## src/rtl/axi_wr_addr_slave_if.sv

```systemverilog
// AXI4 write-address (AW) channel bundle between a requester (master) and
// the AW slave endpoint (slave).
interface axi_wr_addr_intf #(
    parameter int ID_W   = 4,
    parameter int LEN_W  = 8,
    parameter int ADDR_W = 32
);
    // Handshake: a transfer happens at a posedge where awvalid and awready are
    // both 1. The master holds awvalid and the payload stable until that edge;
    // awready may change freely and never depends combinationally on awvalid.
    logic [ID_W-1:0]   awid;
    logic [LEN_W-1:0]  awlen;
    logic [ADDR_W-1:0] awaddr;
    logic              awvalid;
    logic              awready;

    modport master (
        output awid,
        output awlen,
        output awaddr,
        output awvalid,
        input  awready
    );

    modport slave (
        input  awid,
        input  awlen,
        input  awaddr,
        input  awvalid,
        output awready
    );
endinterface

```

## src/rtl/axi_wr_addr_slave.sv

```systemverilog
// AXI4 AW slave: tags each request with a 4 KB-crossing flag and queues it in an
// FWFT command FIFO. Define AXI_WR_ADDR_STATS_EN to add accept/crossing counters.
module axi_wr_addr_slave #(
    parameter int ID_W       = 4,
    parameter int LEN_W      = 8,
    parameter int ADDR_W     = 32,
    parameter int DEPTH      = 4,
    parameter int BEAT_BYTES = 4
) (
    input  logic                       clk,
    input  logic                       rst,
    axi_wr_addr_intf.slave             aw,
    output logic                       cmd_valid_o,
    input  logic                       cmd_ready_i,
    output logic [ID_W-1:0]            cmd_id_o,
    output logic [LEN_W-1:0]           cmd_len_o,
    output logic [ADDR_W-1:0]          cmd_addr_o,
    output logic                       cmd_cross4k_o,
    output logic [$clog2(DEPTH):0]     fifo_count_o
`ifdef AXI_WR_ADDR_STATS_EN
    ,
    output logic [15:0]                acc_count_o,
    output logic [15:0]                cross_count_o
`endif
);

    localparam int PTR_W    = $clog2(DEPTH);
    localparam int CNT_W    = PTR_W + 1;
    localparam int BB_SHIFT = $clog2(BEAT_BYTES);
    localparam logic [CNT_W-1:0]  DEPTH_C = CNT_W'(DEPTH);
    localparam logic [ADDR_W:0]   ONE_A   = (ADDR_W + 1)'(1);

    typedef struct packed {
        logic [ID_W-1:0]   id;
        logic [LEN_W-1:0]  len;
        logic [ADDR_W-1:0] addr;
        logic              cross4k;
    } entry_t;

    entry_t            mem_q [DEPTH];
    logic [PTR_W-1:0]  wr_ptr_q, wr_ptr_d;
    logic [PTR_W-1:0]  rd_ptr_q, rd_ptr_d;
    logic [CNT_W-1:0]  count_q,  count_d;
    logic              awready_q, awready_d;

    logic              accept;
    logic              pop;
    logic [ADDR_W:0]   len_ext;
    logic [ADDR_W:0]   burst_bytes;
    logic [ADDR_W:0]   end_addr;
    logic              cross4k;
    entry_t            new_entry;

    // End address is kept one bit wider so a wrap past 2^ADDR_W shows up as a
    // change in the page number and is flagged as a crossing.
    always_comb begin
        len_ext     = {{(ADDR_W + 1 - LEN_W){1'b0}}, aw.awlen};
        burst_bytes = (len_ext + ONE_A) << BB_SHIFT;
        end_addr    = {1'b0, aw.awaddr} + burst_bytes - ONE_A;
        cross4k     = (end_addr[ADDR_W:12] != {1'b0, aw.awaddr[ADDR_W-1:12]});
        new_entry   = '{id: aw.awid, len: aw.awlen, addr: aw.awaddr, cross4k: cross4k};
    end

    assign accept = aw.awvalid & awready_q;
    assign pop    = (count_q != '0) & cmd_ready_i;

    always_comb begin
        wr_ptr_d  = wr_ptr_q;
        rd_ptr_d  = rd_ptr_q;
        count_d   = count_q;
        if (accept) begin
            wr_ptr_d = wr_ptr_q + PTR_W'(1);
        end
        if (pop) begin
            rd_ptr_d = rd_ptr_q + PTR_W'(1);
        end
        count_d   = count_q + CNT_W'(accept) - CNT_W'(pop);
        // Registered ready looks at next-state occupancy, so a pop while full
        // only reopens the channel on the following cycle.
        awready_d = (count_d < DEPTH_C);
    end

    always_ff @(posedge clk or posedge rst) begin
        if (rst) begin
            wr_ptr_q  <= '0;
            rd_ptr_q  <= '0;
            count_q   <= '0;
            awready_q <= 1'b0;
            for (int i = 0; i < DEPTH; i++) begin
                mem_q[i] <= '0;
            end
        end else begin
            wr_ptr_q  <= wr_ptr_d;
            rd_ptr_q  <= rd_ptr_d;
            count_q   <= count_d;
            awready_q <= awready_d;
            if (accept) begin
                mem_q[wr_ptr_q] <= new_entry;
            end
        end
    end

    assign aw.awready    = awready_q;
    assign cmd_valid_o   = (count_q != '0);
    assign cmd_id_o      = mem_q[rd_ptr_q].id;
    assign cmd_len_o     = mem_q[rd_ptr_q].len;
    assign cmd_addr_o    = mem_q[rd_ptr_q].addr;
    assign cmd_cross4k_o = mem_q[rd_ptr_q].cross4k;
    assign fifo_count_o  = count_q;

`ifdef AXI_WR_ADDR_STATS_EN
    logic [15:0] acc_cnt_q,   acc_cnt_d;
    logic [15:0] cross_cnt_q, cross_cnt_d;

    // Both counters saturate rather than wrap.
    always_comb begin
        acc_cnt_d   = acc_cnt_q;
        cross_cnt_d = cross_cnt_q;
        if (accept && (acc_cnt_q != 16'hFFFF)) begin
            acc_cnt_d = acc_cnt_q + 16'd1;
        end
        if (accept && cross4k && (cross_cnt_q != 16'hFFFF)) begin
            cross_cnt_d = cross_cnt_q + 16'd1;
        end
    end

    always_ff @(posedge clk or posedge rst) begin
        if (rst) begin
            acc_cnt_q   <= '0;
            cross_cnt_q <= '0;
        end else begin
            acc_cnt_q   <= acc_cnt_d;
            cross_cnt_q <= cross_cnt_d;
        end
    end

    assign acc_count_o   = acc_cnt_q;
    assign cross_count_o = cross_cnt_q;
`endif

endmodule

```

## src/flat_wrapper.sv

```systemverilog
// flat-port wrapper written by rule: the top's interface ports become plain ports
module axi_wr_addr_slave_flat 
#(
    parameter int ID_W       = 4,
    parameter int LEN_W      = 8,
    parameter int ADDR_W     = 32,
    parameter int DEPTH      = 4,
    parameter int BEAT_BYTES = 4
)
  (clk, rst, cmd_valid_o, cmd_ready_i, cmd_id_o, cmd_len_o, cmd_addr_o, cmd_cross4k_o, fifo_count_o, aw_awid, aw_awlen, aw_awaddr, aw_awvalid, aw_awready);
  axi_wr_addr_intf #(.ID_W(ID_W), .LEN_W(LEN_W), .ADDR_W(ADDR_W)) aw_i ();
  input  logic clk;
  input  logic rst;
  output logic cmd_valid_o;
  input  logic cmd_ready_i;
  output logic [ID_W-1:0] cmd_id_o;
  output logic [LEN_W-1:0] cmd_len_o;
  output logic [ADDR_W-1:0] cmd_addr_o;
  output logic cmd_cross4k_o;
  output logic [$clog2(DEPTH):0] fifo_count_o;
  input wire logic [$bits(aw_i.awid)-1:0] aw_awid;
  input wire logic [$bits(aw_i.awlen)-1:0] aw_awlen;
  input wire logic [$bits(aw_i.awaddr)-1:0] aw_awaddr;
  input wire logic [$bits(aw_i.awvalid)-1:0] aw_awvalid;
  output wire logic [$bits(aw_i.awready)-1:0] aw_awready;
  assign aw_i.awid = aw_awid;
  assign aw_i.awlen = aw_awlen;
  assign aw_i.awaddr = aw_awaddr;
  assign aw_i.awvalid = aw_awvalid;
  assign aw_awready = aw_i.awready;
  axi_wr_addr_slave #(.ID_W(ID_W), .LEN_W(LEN_W), .ADDR_W(ADDR_W), .DEPTH(DEPTH), .BEAT_BYTES(BEAT_BYTES)) u_core (.clk(clk), .rst(rst), .aw(aw_i), .cmd_valid_o(cmd_valid_o), .cmd_ready_i(cmd_ready_i), .cmd_id_o(cmd_id_o), .cmd_len_o(cmd_len_o), .cmd_addr_o(cmd_addr_o), .cmd_cross4k_o(cmd_cross4k_o), .fifo_count_o(fifo_count_o));
endmodule
```

## config.mk

```make
export PLATFORM = sky130hd
export DESIGN_NAME = axi_wr_addr_slave_flat
export DESIGN_NICKNAME = d
export VERILOG_FILES = /design/src/rtl/axi_wr_addr_slave_if.sv /design/src/rtl/axi_wr_addr_slave.sv /design/src/flat_wrapper.sv
export SDC_FILE = /design/constraint.sdc
export NUM_CORES = 1
export LEC_CHECK = 0
export ABC_AREA = 0
export BUFFER_PORTS_ARGS = -buffer_cell sky130_fd_sc_hd__clkbuf_2
export CORE_UTILIZATION = 35
export CTS_CLUSTER_SIZE = 28
export DETAILED_ROUTE_END_ITERATION = 8
export GPL_TIMING_DRIVEN = 1
export SYNTH_ARGS = -nofsm -noshare
export SYNTH_HDL_FRONTEND = slang
export SYNTH_SLANG_ARGS = --single-unit
```

## constraint.sdc

```tcl
create_clock -name clk -period 8.1 [get_ports clk]
set_input_delay 0.81 -clock clk [delete_from_list [all_inputs] [get_ports clk]]
set_output_delay 0.81 -clock clk [all_outputs]
set_load 0.01 [all_outputs]
```

## Word-level counts from Yosys, hierarchy flattened

Cells that the tools add are included.
W data, S select, Z words.

- Magnitude comparators: 4
- Add/subtract/negate cells: 7
- Multiplexer cells: 6
- Reduce and logical (&&, ||, !) cells: 2
- Bitwise logic cells: 4
- Equality and inequality tests: 1

Operators with widths:

| kind | number |
|---|---|
| $bwmux W180 | 1 |
| $mux W45 | 3 |
| $bmux W45 S2 | 1 |
| $demux W45 S2 | 1 |
| $add A32 B33 Y33 | 1 |
| $sub A33 B1 Y33 const B | 1 |
| $ne A21 B20 Y1 | 1 |
| $add A8 B1 Y9 const B | 1 |
| $ge A3 B3 Y1 const B | 2 |
| $not A2 Y3 | 2 |
| $add A2 B1 Y2 const B | 2 |
| $add A3 B1 Y3 | 1 |
| $lt A3 B1 Y1 const B | 1 |
| $lt A3 B3 Y1 const B | 1 |
| $reduce_bool A3 Y1 | 1 |
| $sub A3 B1 Y3 | 1 |
| $and A1 B1 Y1 | 2 |
| $logic_and A1 B1 Y1 | 1 |

- Register bits after elaboration: 188
- Input bits: 48
- Output and inout port bits: 50
- Word-level logic and storage cells: 44

## Logic depth before layout (Yosys ltp)

Gate-level depths: netlist (run 1).

- Depth after elaboration: 6
- Gate-level depth with buffers: 17
- Depth with buffers taken out: 16

## Worst setup path after synthesis (run 1)

No wires, ideal clock.

- Kind: input to register
- From: input port aw_awlen[2]
- To: register u_core.mem_q[0] (netlist name)
- Setup slack: 3,782 ps
- Library setup time: 137 ps
- Stages: 17
- Arrival: 4,181 ps
- Buffers on the path: 2
- Cells stage by stage: clkbuf_1 -> and4_1 -> nand4_1 -> xor2_1 -> ha_1 -> inv_1 -> ha_1 -> buf_2 -> a21oi_1 -> o21ai_1 -> and3_1 -> a221o_1 -> nor4_1 -> o2111ai_1 -> or4_4 -> nor4_4 -> a31oi_1

- Cells in the longest elaborated chain, start to end: 5

Ends and longest elaborated chain:

| what | RTL line | source |
|---|---|---|
| from (decl) | flat_wrapper.sv:22 | `input wire logic [$bits(aw_i.awlen)-1:0] aw_awlen;` |
| $add A8 B1 Y9 | axi_wr_addr_slave.sv:58 | `burst_bytes = (len_ext + ONE_A) << BB_SHIFT;` |
| $add A32 B33 Y33 | axi_wr_addr_slave.sv:59 | `end_addr = {1'b0, aw.awaddr} + burst_bytes - ONE_A;` |
| $sub A33 B1 Y33 | axi_wr_addr_slave.sv:59 |  |
| $ne A21 B20 Y1 | axi_wr_addr_slave.sv:60 | `cross4k = (end_addr[ADDR_W:12] != {1'b0, aw.awaddr[ADDR_W-1:12]});` |
| $bwmux W180 | axi_wr_addr_slave.sv:98 | `mem_q[wr_ptr_q] <= new_entry;` |
| to (signal, indexed assignment) | axi_wr_addr_slave.sv:98 |  |
| to (decl) | axi_wr_addr_slave.sv:40 | `entry_t mem_q [DEPTH];` |

No other way between the ends.
A chain may end at the register's enable or synchronous reset.

## Final worst setup path (run 1)

- From: input port aw_awlen[0]
- To: register u_core.mem_q[0] (netlist name)

The elaborated chain is that of the path after synthesis.

==> results.ini, run 1 <==
[outcome]
outcome = complete, no violations

[layout]
area_growth_pct = 13.72
layout-drive-gt1-share = 0.3952
n_antenna_cell = 0
stdcell_area_um2 = 12090
layout_common_cells = 186 x dfrtp_1, 177 x mux2_2, 97 x clkbuf_2, 60 x inv_1, 48 x nand2_1
final_common_cell = dfrtp_1
nets = 1038

[timing]
slew_violations = 0
min_period_ns = 4.358
clock.fmax_mhz = 229.4
clock_skew_ns = 0.009267
hold_violations = 0
rsz0062_at_grt = no
tightest_slew_ns = 0.9676
min_period_over_period = 0.5381
setup_viol = 0
slew_headroom = 0.3549
tns_ns = 0

[drt]
vias_per_cell = 5.295
wl_per_cell_um = 18.23
dr.pass1.iters = 5
routed_wl_um = 24510
dr_total_vias = 7117
drtAntennaViolNets = 0
dr.first_iter.drc_count = 415
post-route-drc-count = 0

[placed_design]
routabilityCongestion = 0.9311
dp_hpwl_um = 17440
io_buffers = 97
post_dp_cell_area_um2 = 11460

[global_route]
grt_pass1_vias = 7406
grt_antenna_before_repair = 0
grt_overflow_total = 0
grt_pass1_wl_um = 40560
grt_use_total = 0.1673
grt_max_degree = 76

[worst_setup_path]
rr_worst_depth = 10
critPathKind = primary input to flip-flop
slowest_stage = or4_4
crit_path_max_fanout = 8
startpoint_type = primary input
crit_required_ns = 8.38
crit_path_frequent_cell = ha_1
crit_arrival_ns = 4.64
slowest_delay_ns = 0.52
cp_top_family = simple AND/OR/NAND/NOR gates
cp_num_buf_inv = 2
cp-end-kind = flip-flop
cp_num_cells = 17
crit_chain = clkbuf_2 -> ha_1 -> nand3_1 -> nor2_1 -> nand3_1 -> ha_1 -> inv_1 -> ha_1 -> a21oi_2 -> o21ai_1 -> a311oi_2 -> o32ai_1 -> nor4_1 -> o2111ai_1 -> or4_4 -> nor4_4 -> a31oi_1

[power]
switchingPower_mw = 1.448
p_comb_frac = 0.414
clockPowerShare = 0.205
power_mw = 4.430
power_density_nw_per_um2 = 366.3
power.internal_mw = 2.982
switching_share = 0.3269
leakage_nw = 5.209
seqPwrFrac = 0.381
ir_drop_uv = 174.7

[yosys]
syn_inst = 864
synth-compound-area-share = 0.08342
synth_area_um2 = 10630
synthSimpleGateAreaFrac = 0.06118
async_reset_ff_frac = 1.000
ys_seq_elements = 188
synth_fa_ha_area_frac = 0.05601
avgSynthCellArea_um2 = 12.31
synth-edff-count = 0
synth_top_family_by_area = multiplexers
synthMuxAreaShare = 0.2874
synth.distinct_cells = 67
syn_nets = 959
yosysSeqAreaShare = 0.4424
ys.flop_type = dfrtp_1
yosys_warnings = 0
synth-xor-area-share = 0.02718

[floorplan]
fp.dieW_um = 176.3
core_region_area_um2 = 29800
start_util = 0.3569
fp-row-count = 63
boundaryPins = 98
chipHeight_um = 176.3
die_area_um2 = 31080

[clocking]
h-tree-depth = 4
clock-sinks = 188
root_buffer = clkbuf_16
cts_tree = built
cts-resized-gates = 0
path_clk_slew_ns = 0.07
clk_latency_ns = 0.42
cts_buffers = 17
postCtsHoldBufs = 0
post_cts.repair.setup_buffers = 0
cts_max_path_buffers = 2

[flow_run]
cap_violations = 0

[min_path]
hold_path_class = primary input to async pin

==> stage by stage <==
| step | cells | hold WS, ns | setup slack [ns] | utilization |
|---|---|---|---|---|
| 6_report | 1344 | 0.3716 | 3.742 | 0.4059 |
| 4_1_cts | 1344 | 0.3763 | 3.728 | 0.4059 |
| 3_5_place_dp | 1314 | 0.4902 | 3.275 | 0.3846 |
| 2_1_floorplan | 864 | 0.4751 | 2.176 | - |
| 5_1_grt | 1344 | 0.3993 | 3.470 | 0.4059 |
| 3_3_place_gp | 1314 | 0.4840 | 3.350 | 0.3846 |
==> sequential cells by signal (all words and copies together), names as in the netlist <==
register / flops
u_core.wr_ptr_q: 2
u_core.mem_q: 180
u_core.rd_ptr_q: 2
u_core.aw.awready: 1
u_core.fifo_count_o: 3
==> Yosys cell counts (all sizes together) (7+ instances only) <==
cell type  number  share of area
nor2           29          0.010
mux2          177           0.19
ha             46          0.054
and3            7         0.0041
clkbuf         25         0.0088
nand2          48          0.017
buf            20          0.012
inv            61          0.022
dfrtp         188           0.44
a21oi          41          0.020
mux4           45          0.095
nand4          15         0.0088
xor2           15          0.012
o21ai          36          0.017
xnor2          18          0.015
o21a           10         0.0071
==> power groups by stage <==
| stage | combinational, mW | sequential, mW | clock [mW] |
|---|---|---|---|
| global route | 2.01 | 1.76 | 0.967 |
| CTS | 1.87 | 1.70 | 0.929 |
| floorplan | 1.41 | 1.58 | 0 |
| finish | 1.83 | 1.69 | 0.907 |
| global placement | 1.84 | 1.69 | 0 |
| detailed placement | 1.87 | 1.71 | 0 |
==> cell type report <==
type                    instances  area, um^2
repair buffers                105       545.5
inverters                      61       234.0
fillers                      2899       17700
well taps                     390       488.0
clock inverters                11       181.4
clock buffers                  19       452.9
multi-input cells             570        5484
flip-flops and latches        188        4707
==> routing by layer <==
layer | vias up | track usage | routed length (um)
li1 | 3313 | - | -
met1 | 3630 | 0.2281 | 11690
met2 | 139 | 0.2666 | 11380
met3 | 35 | 0.03295 | 978
met4 | 0 | 0.05435 | 452
met5 | - | 0 | 0
==> path summary, 6_finish.rpt <==
check | start | to | slack, ns
hold / removal | rst | u_core.mem_q[43]$_DFFE_PP0P_ | 0.37
hold reg to reg | u_core.mem_q[89]$_DFFE_PP0P_ | u_core.mem_q[89]$_DFFE_PP0P_ | 0.50
setup / recovery | aw_awlen[0] | u_core.mem_q[0]$_DFFE_PP0P_ | 3.74
max in group asynchronous | rst | u_core.mem_q[13]$_DFFE_PP0P_ | 6.39
min in group clk | u_core.mem_q[89]$_DFFE_PP0P_ | u_core.mem_q[89]$_DFFE_PP0P_ | 0.50
setup reg to reg | u_core.fifo_count_o[0]$_DFF_PP0_ | u_core.aw.awready$_DFF_PP0_ | 5.71
==> cell families (layout without fill, tap and decap cells) <==
| group | count (synthesis) | after routing |
|---|---|---|
| XOR/XNOR | 33 | 33 |
| adder cells (fa/ha/maj) | 47 | 47 |
| multiplexers | 227 | 227 |
| AO/OA/AOI/OAI | 134 | 134 |
| buffers and inverters | 106 | 196 |
| flip-flops | 188 | 188 |
| AND/OR/NAND/NOR | 129 | 129 |
No activity file was read; power rests on OpenSTA's default activity.
==> inputs of run 2 (changes only) <==
--- a/config.mk
+++ b/config.mk
@@ -5,7 +5,7 @@
 export SDC_FILE = /design/constraint.sdc
 export NUM_CORES = 1
 export LEC_CHECK = 0
-export ABC_AREA = 0
+export ABC_AREA = 1
 export BUFFER_PORTS_ARGS = -buffer_cell sky130_fd_sc_hd__clkbuf_2
 export CORE_UTILIZATION = 35
 export CTS_CLUSTER_SIZE = 28
==> constraint.sdc (replaced) <==
create_clock -name clk -period 4.3 [get_ports clk]
set_input_delay 0.43 -clock clk [delete_from_list [all_inputs] [get_ports clk]]
set_output_delay 0.43 -clock clk [all_outputs]
set_load 0.01 [all_outputs]
==> results.ini, run 2 <==
[yosys]
syn_nets = 1621  ; was 959
synthSimpleGateAreaFrac = 0.2423  ; was 0.06118
synth-xor-area-share = 0.02159  ; was 0.02718
synth.top_cell.area_share = 0.4295  ; was 0.4424
avgSynthCellArea_um2 = 7.178  ; was 12.31 um^2
synth_top_family_by_area = simple AND/OR/NAND/NOR gates  ; was multiplexers
yosysSeqAreaShare = 0.4295  ; was 0.4424
synth_fa_ha_area_frac = 0.05438  ; was 0.05601
synth.distinct_cells = 30  ; was 67
yosys-top-cells-area = dfrtp_1 43%, nand2_1 15%, o21ai_0 12%  ; was dfrtp_1 44%, mux2_2 19%, mux4_2 9.5%
yosysTopAreaCell = dfrtp_1  ; unchanged
yosysMostFrequentCell = nand2_1  ; was dfrtp_1
synth-edff-count = 0  ; unchanged
yosys_warnings = 0  ; unchanged
synth_area_um2 = 10950  ; was 10630 um^2
ys_seq_elements = 188  ; unchanged
synthMuxAreaShare = 0  ; was 0.2874
syn_inst = 1526  ; was 864
ys.flop_type = dfrtp_1  ; unchanged
async_reset_ff_frac = 1.000  ; unchanged
yosys-top-cells-count = 441 x nand2_1, 270 x o21ai_0, 197 x inv_1, 188 x dfrtp_1, 131 x nor2_1  ; was 188 x dfrtp_1, 177 x mux2_2, 61 x inv_1, 48 x nand2_1, 46 x ha_1
synth-compound-area-share = 0.1600  ; was 0.08342

[worst_setup_path]
critPathKind = primary input to flip-flop  ; unchanged
crit_path_max_fanout = 5  ; was 8
cp_num_cells = 26  ; was 17
crit_path_frequent_cell = nand2_1  ; was ha_1
startpoint = aw_awlen[0]  ; unchanged
rrSetupSlack_ns = 1.82  ; was 5.71 ns
slowest_stage = nor3_1  ; was or4_4
cp-end-kind = flip-flop  ; unchanged
rr_worst_depth = 10  ; unchanged
r2r_start = u_core.fifo_count_o[1]$_DFF_PP0_  ; was u_core.fifo_count_o[0]$_DFF_PP0_
startpoint_type = primary input  ; unchanged
rr_endpoint = u_core.fifo_count_o[2]$_DFF_PP0_  ; was u_core.aw.awready$_DFF_PP0_
slowest_delay_ns = 0.42  ; was 0.52 ns
cp_num_buf_inv = 4  ; was 2
crit_arrival_ns = 3.91  ; was 4.64 ns
crit_required_ns = 4.62  ; was 8.38 ns
cp_top_family = simple AND/OR/NAND/NOR gates  ; unchanged
crit_end = u_core.mem_q[90]$_DFFE_PP0P_  ; was u_core.mem_q[0]$_DFFE_PP0P_

[floorplan]
die_area_um2 = 32010  ; was 31080 um^2
boundaryPins = 98  ; unchanged
core_region_area_um2 = 30670  ; was 29800 um^2
start_util = 0.3571  ; was 0.3569
chipHeight_um = 178.9  ; was 176.3 um
fp.dieW_um = 178.9  ; was 176.3 um
fp-row-count = 64  ; was 63

[placed_design]
routabilityCongestion = 0.9450  ; was 0.9311
dp_hpwl_um = 21800  ; was 17440 um
dp.cells = 1967  ; was 1314
io_buffers = 97  ; unchanged

[clocking]
path_clk_slew_ns = 0.07  ; about the same
cts-resized-gates = 0  ; unchanged
root_buffer = clkbuf_16  ; unchanged
h-tree-depth = 4  ; unchanged
clk_latency_ns = 0.44  ; was 0.42 ns
clock-sinks = 188  ; unchanged
cts_tree = built  ; unchanged
cts_buffers = 17  ; unchanged
post_cts.repair.setup_buffers = 0  ; unchanged
postCtsHoldBufs = 0  ; unchanged
cts_max_path_buffers = 2  ; unchanged

[drt]
post-route-drc-count = 0  ; unchanged
dr_total_vias = 10011  ; was 7117
routed_wl_um = 30810  ; was 24510 um
drtAntennaViolNets = 0  ; unchanged
wl_per_cell_um = 15.41  ; was 18.23 um
vias_per_cell = 5.008  ; was 5.295
dr.first_iter.drc_count = 830  ; was 415
dr.pass1.iters = 5  ; unchanged

[layout]
top_register = u_core.mem_q  ; unchanged
n_antenna_cell = 0  ; unchanged
layout-drive-gt1-share = 0.1092  ; was 0.3952
layout.cells.non_filler = 1999  ; was 1344
nets = 1685  ; was 1038
largest_reg_flops = 180  ; unchanged
area_growth_pct = 13.42  ; was 13.72%
final_common_cell = nand2_1  ; was dfrtp_1
layout_common_cells = 437 x nand2_1, 270 x o21ai_0, 196 x inv_1, 187 x dfrtp_1, 131 x nor2_1  ; was 186 x dfrtp_1, 177 x mux2_2, 97 x clkbuf_2, 60 x inv_1, 48 x nand2_1

[power]
power_density_nw_per_um2 = 655.8  ; was 366.3 nW/um^2
switching_share = 0.4203  ; was 0.3269
switchingPower_mw = 3.424  ; was 1.448 mW
ir_drop_uv = 301.9  ; was 174.7 uV
leakage_nw = 6.585  ; was 5.209 nW
clockPowerShare = 0.198  ; was 0.205
p_comb_frac = 0.430  ; was 0.414
seqPwrFrac = 0.371  ; was 0.381
power.internal_mw = 4.723  ; was 2.982 mW

[timing]
slew_headroom = 0.3010  ; was 0.3549
rsz0062_at_grt = no  ; unchanged
tns_ns = 0  ; unchanged
min_period_over_period = 0.8359
setup_viol = 0  ; unchanged
hold_ws_ns = 0.1386  ; was 0.3716 ns
slew_violations = 0  ; unchanged
tightest_slew_ns = 1.045  ; was 0.9676 ns
clock_skew_ns = 0.01144  ; was 0.009267 ns
clock.fmax_mhz = 278.2
hold_violations = 0  ; unchanged
min_period_ns = 3.594

[global_route]
grt_pass1_wl_um = 50190  ; was 40560 um
grt_pass1_vias = 9434  ; was 7406
grt_antenna_before_repair = 0  ; unchanged
grt_overflow_total = 0  ; unchanged
grt_use_total = 0.2009  ; was 0.1673
grt_max_degree = 100  ; was 76

[flow_run]
cap_violations = 0  ; unchanged

[outcome]
outcome = complete, no violations  ; unchanged

[min_path]
hold_path_class = primary input to async pin  ; unchanged

-- run 2: changes by cell type in the layout (fill, tap and decap cells not counted), sizes merged, moves of 44 or more --
cell | before | now
o21ai | 36 | 270
mux4 | 45 | 0
o22ai | 1 | 45
mux2 | 177 | 0
nor2 | 29 | 140
nand2 | 48 | 450
inv | 65 | 210
-- run 2: power groups by stage --
stage	Combinational, mW	Sequential (mW)	Clock [mW]
after CTS	3.56	3.02	1.65
final	3.51	3.03	1.62
after detailed placement	3.55	3.04	0
after floorplan	2.40	2.90	0
after global placement	3.50	3.02	0
after global routing	4.03	3.13	1.71
-- run 2: how the worst min path moves through the flow --
| stage | start | end | slack (ns) | cells after the start |
|---|---|---|---|---|
| after global routing | rst | u_core.mem_q[138]$_DFFE_PP0P_ | 0.21 | 2 |
| after floorplan | u_core.mem_q[45]$_DFFE_PP0P_ | u_core.mem_q[45]$_DFFE_PP0P_ | 0.44 | 2 |
| after CTS | rst | u_core.mem_q[35]$_DFFE_PP0P_ | 0.16 | 2 |
| final | rst | u_core.mem_q[138]$_DFFE_PP0P_ | 0.14 | 2 |
| after detailed placement | u_core.mem_q[45]$_DFFE_PP0P_ | u_core.mem_q[45]$_DFFE_PP0P_ | 0.46 | 2 |
| after global placement | u_core.mem_q[134]$_DFFE_PP0P_ | u_core.mem_q[134]$_DFFE_PP0P_ | 0.46 | 2 |
-- run 2: metrics by stage --
stage	worst slack [ns]	util	area, um^2	power [mW]
6_report	0.7057	0.4051	12420	8.147
5_1_grt	0.4070	0.4051	12420	8.872
4_1_cts	0.8241	0.4051	12420	8.221
3_5_place_dp	0.3880	0.3855	11820	6.585
3_3_place_gp	0.4959	0.3855	11820	6.519
2_1_floorplan	1.214	-	10960	5.300
-- run 2: cell type report --
cell class                      count  area, um^2
Fill cell                        3207       18250
Inverter                          205       773.2
Clock buffer                       19       442.9
Clock inverter                     13       156.4
Sequential cell                   188        4706
Tap cell                          396       495.5
Multi-Input combinational cell   1069        5249
Timing Repair Buffer              109       600.6
-- run 2: per-layer routing --
metal,track usage,vias to the layer above,share of wire
li1,-,4987,-
met1,0.2909,4710,0.49
met2,0.3098,288,0.43
met3,0.03499,26,0.063
met4,0.04590,0,0.013
met5,0,-,0
-- run 2: cell families after synthesis --
group	count (synthesis)
AND/OR/NAND/NOR	659
AO/OA/AOI/OAI	336
buffers and inverters	269
flip-flops	188
adder cells (fa/ha/maj)	47
XOR/XNOR	27
-- run 2: worst reg2reg max path, cell delays in order, from the launching register on --
cell      delay [ns]
dfrtp_1         0.44
nor2_1          0.07
a21boi_0        0.48
ha_1            0.34
inv_1           0.06
ha_1            0.13
inv_1           0.05
fa_1            0.37
xor2_1          0.17
xor2_1          0.20
inv_1           0.06
==> inputs of run 3 (changes only) <==
==> constraint.sdc (replaced) <==
create_clock -name clk -period 3.6 [get_ports clk]
set_input_delay 0.36 -clock clk [delete_from_list [all_inputs] [get_ports clk]]
set_output_delay 0.36 -clock clk [all_outputs]
set_load 0.01 [all_outputs]
==> results.ini, run 3 (synthesis gave the netlist of run 2 again) <==
[outcome]
outcome = complete, no violations  ; unchanged

[timing]
clock_skew_ns = 0.01116  ; was 0.01144 ns
slew_headroom = 0.3285  ; was 0.3010
hold_violations = 0  ; unchanged
clock.fmax_mhz = 311.3
min_period_ns = 3.213
slew_violations = 0  ; unchanged
rsz0062_at_grt = no  ; unchanged
tightest_slew_ns = 1.004  ; was 1.045 ns
setup_viol = 0  ; unchanged
tns_ns = 0  ; unchanged
min_period_over_period = 0.8924

[drt]
dr.pass1.iters = 5  ; unchanged
post-route-drc-count = 0  ; unchanged
dr.first_iter.drc_count = 797  ; was 830
routed_wl_um = 30710  ; was 30810 um
drtAntennaViolNets = 0  ; unchanged
wl_per_cell_um = 15.28  ; was 15.41 um
vias_per_cell = 4.939  ; was 5.008
dr_total_vias = 9928  ; was 10.01k

[worst_setup_path]
cp-end-kind = flip-flop  ; unchanged
crit_arrival_ns = 3.54  ; was 3.91 ns
crit_path_frequent_cell = nand2_1  ; unchanged
crit_path_max_fanout = 4  ; was 5
startpoint_type = primary input  ; unchanged
slowest_stage = ha_1  ; was nor3_1
startpoint = aw_awlen[0]  ; unchanged
rrSetupSlack_ns = 1.17  ; was 1.82 ns
critPathKind = primary input to flip-flop  ; unchanged
crit_required_ns = 3.92  ; was 4.62 ns
cp_num_buf_inv = 4  ; unchanged
slowest_delay_ns = 0.30  ; was 0.42 ns
cp_top_family = simple AND/OR/NAND/NOR gates  ; unchanged
r2r_start = u_core.fifo_count_o[1]$_DFF_PP0_  ; unchanged

[global_route]
globalRouteMet2Util = 0.3140  ; was 0.3098
grt_antenna_before_repair = 0  ; unchanged
grt_pass1_vias = 9396  ; was 9434
grt_pass1_wl_um = 49560  ; was 50190 um
grt_use_met1 = 0.2807  ; was 0.2909
grt_use_total = 0.1991  ; was 0.2009
grt_busiest_layer = met2  ; unchanged
grt_max_degree = 74  ; was 100
grt_overflow_total = 0  ; unchanged
grt.met3_usage = 0.03287  ; was 0.03499

[floorplan]
die_area_um2 = 32010  ; unchanged
start_util = 0.3571  ; unchanged
core_region_area_um2 = 30670  ; unchanged
fp-row-count = 64  ; unchanged
boundaryPins = 98  ; unchanged
fp.dieW_um = 178.9  ; unchanged
chipHeight_um = 178.9  ; unchanged

[layout]
area_growth_pct = 14.59  ; was 13.42%
largest_reg_flops = 180  ; unchanged
top_register = u_core.mem_q  ; unchanged
stdcell_area_um2 = 12550  ; was 12420 um^2
nFillCells = 3264  ; was 3207
nets = 1696  ; was 1685
multi_input_area_um2 = 5254  ; was 5249 um^2
layout-drive-gt1-share = 0.1159  ; was 0.1092
register_area_um2 = 4706  ; unchanged
layout.cells.non_filler = 2010  ; was 1999
finish.utilization = 0.4092  ; was 0.4051
layout_common_cells = 437 x nand2_1, 270 x o21ai_0, 196 x inv_1, 187 x dfrtp_1, 131 x nor2_1  ; unchanged
n_antenna_cell = 0  ; unchanged
final_common_cell = nand2_1  ; unchanged

[placed_design]
post_dp_cell_area_um2 = 11940  ; was 11820 um^2
dp.cells = 1977  ; was 1967
dp_hpwl_um = 21890  ; was 21800 um
io_buffers = 97  ; unchanged
routabilityCongestion = 0.9667  ; was 0.9450

[power]
power_density_nw_per_um2 = 777.4  ; was 655.8 nW/um^2
p_comb_frac = 0.440  ; was 0.430
leakage_nw = 6.652  ; was 6.585 nW
switching_share = 0.4194  ; was 0.4203
ir_drop_uv = 496.6  ; was 301.9 uV
clockPowerShare = 0.197  ; was 0.198
seqPwrFrac = 0.364  ; was 0.371
power.internal_mw = 5.665  ; was 4.723 mW
switchingPower_mw = 4.092  ; was 3.424 mW
power_mw = 9.757  ; was 8.147 mW

[clocking]
clock-sinks = 188  ; unchanged
cts_max_path_buffers = 2  ; unchanged
post_cts.repair.setup_buffers = 0  ; unchanged
h-tree-depth = 4  ; unchanged
cts_buffers = 17  ; unchanged
path_clk_slew_ns = 0.08  ; was 0.07 ns
root_buffer = clkbuf_16  ; unchanged
clk_latency_ns = 0.44  ; about the same
cts_tree = built  ; unchanged

[min_path]
hold_path_class = primary input to flip-flop  ; was primary input to async pin
hp-start = aw_awid[1]

[flow_run]
cap_violations = 0  ; unchanged

==> run 3: cell type report <==
type,instances,area share
clock buffer,18,0.03499
sequential,188,0.3749
inverter,205,0.06161
clock inverter,14,0.01276
multi-input combinational,1069,0.4186
tap,396,0.03948
timing repair buffer,120,0.05762
==> run 3: power by group through the flow <==
stage / combinational, mW / sequential, mW / clock, mW
2_1_floorplan: 2.86 / 3.47 / 0
3_3_place_gp: 4.25 / 3.55 / 0
3_5_place_dp: 4.32 / 3.57 / 0
4_1_cts: 4.34 / 3.54 / 1.95
5_1_grt: 4.90 / 3.67 / 2.05
6_report: 4.29 / 3.55 / 1.92
==> run 3: per-layer routing <==
layer | up-vias | wire (um)
met5 | - | 0
met4 | 0 | 409
met3 | 26 | 1548
met2 | 249 | 13680
met1 | 4649 | 15070
li1 | 5004 | -
==> run 3: final timing paths <==
path                                                    end  cells after the start
min in group asynchronous      u_core.mem_q[39]$_DFFE_PP0P_                      3
max in group asynchronous      u_core.mem_q[27]$_DFFE_PP0P_                      4
min reg2reg                   u_core.mem_q[111]$_DFFE_PP0P_                      2
max reg2reg                u_core.fifo_count_o[2]$_DFF_PP0_                     10
min                            u_core.mem_q[42]$_DFFE_PP0P_                      3
max                            u_core.mem_q[45]$_DFFE_PP0P_                     26
==> run 3: what timing repair did <==
action,CTS,global route
gates resized for setup,0,1
hold buffers,1,0
endpoints found under the setup margin,0,4
hold endpoints to repair,14,0
==> run 3: per-stage QoR <==
step	hold WS (ns)	worst slack, ns
after floorplan	0.4436	0.5837
after global placement	0.3995	-0.09541
after detailed placement	0.3980	-0.1610
after CTS	0.2125	0.2691
after global routing	0.2482	0.03428
final	0.2200	0.3874
==> run 3: worst reg2reg max path, cell delays in order, from the launching register on <==
cell and delay (ns):
dfrtp_1 0.43, nor2_1 0.07, a21boi_0 0.47, ha_1 0.34, inv_1 0.05, ha_1 0.12, inv_1 0.05, fa_1 0.37
xor2_1 0.17, xor2_1 0.20, inv_1 0.06
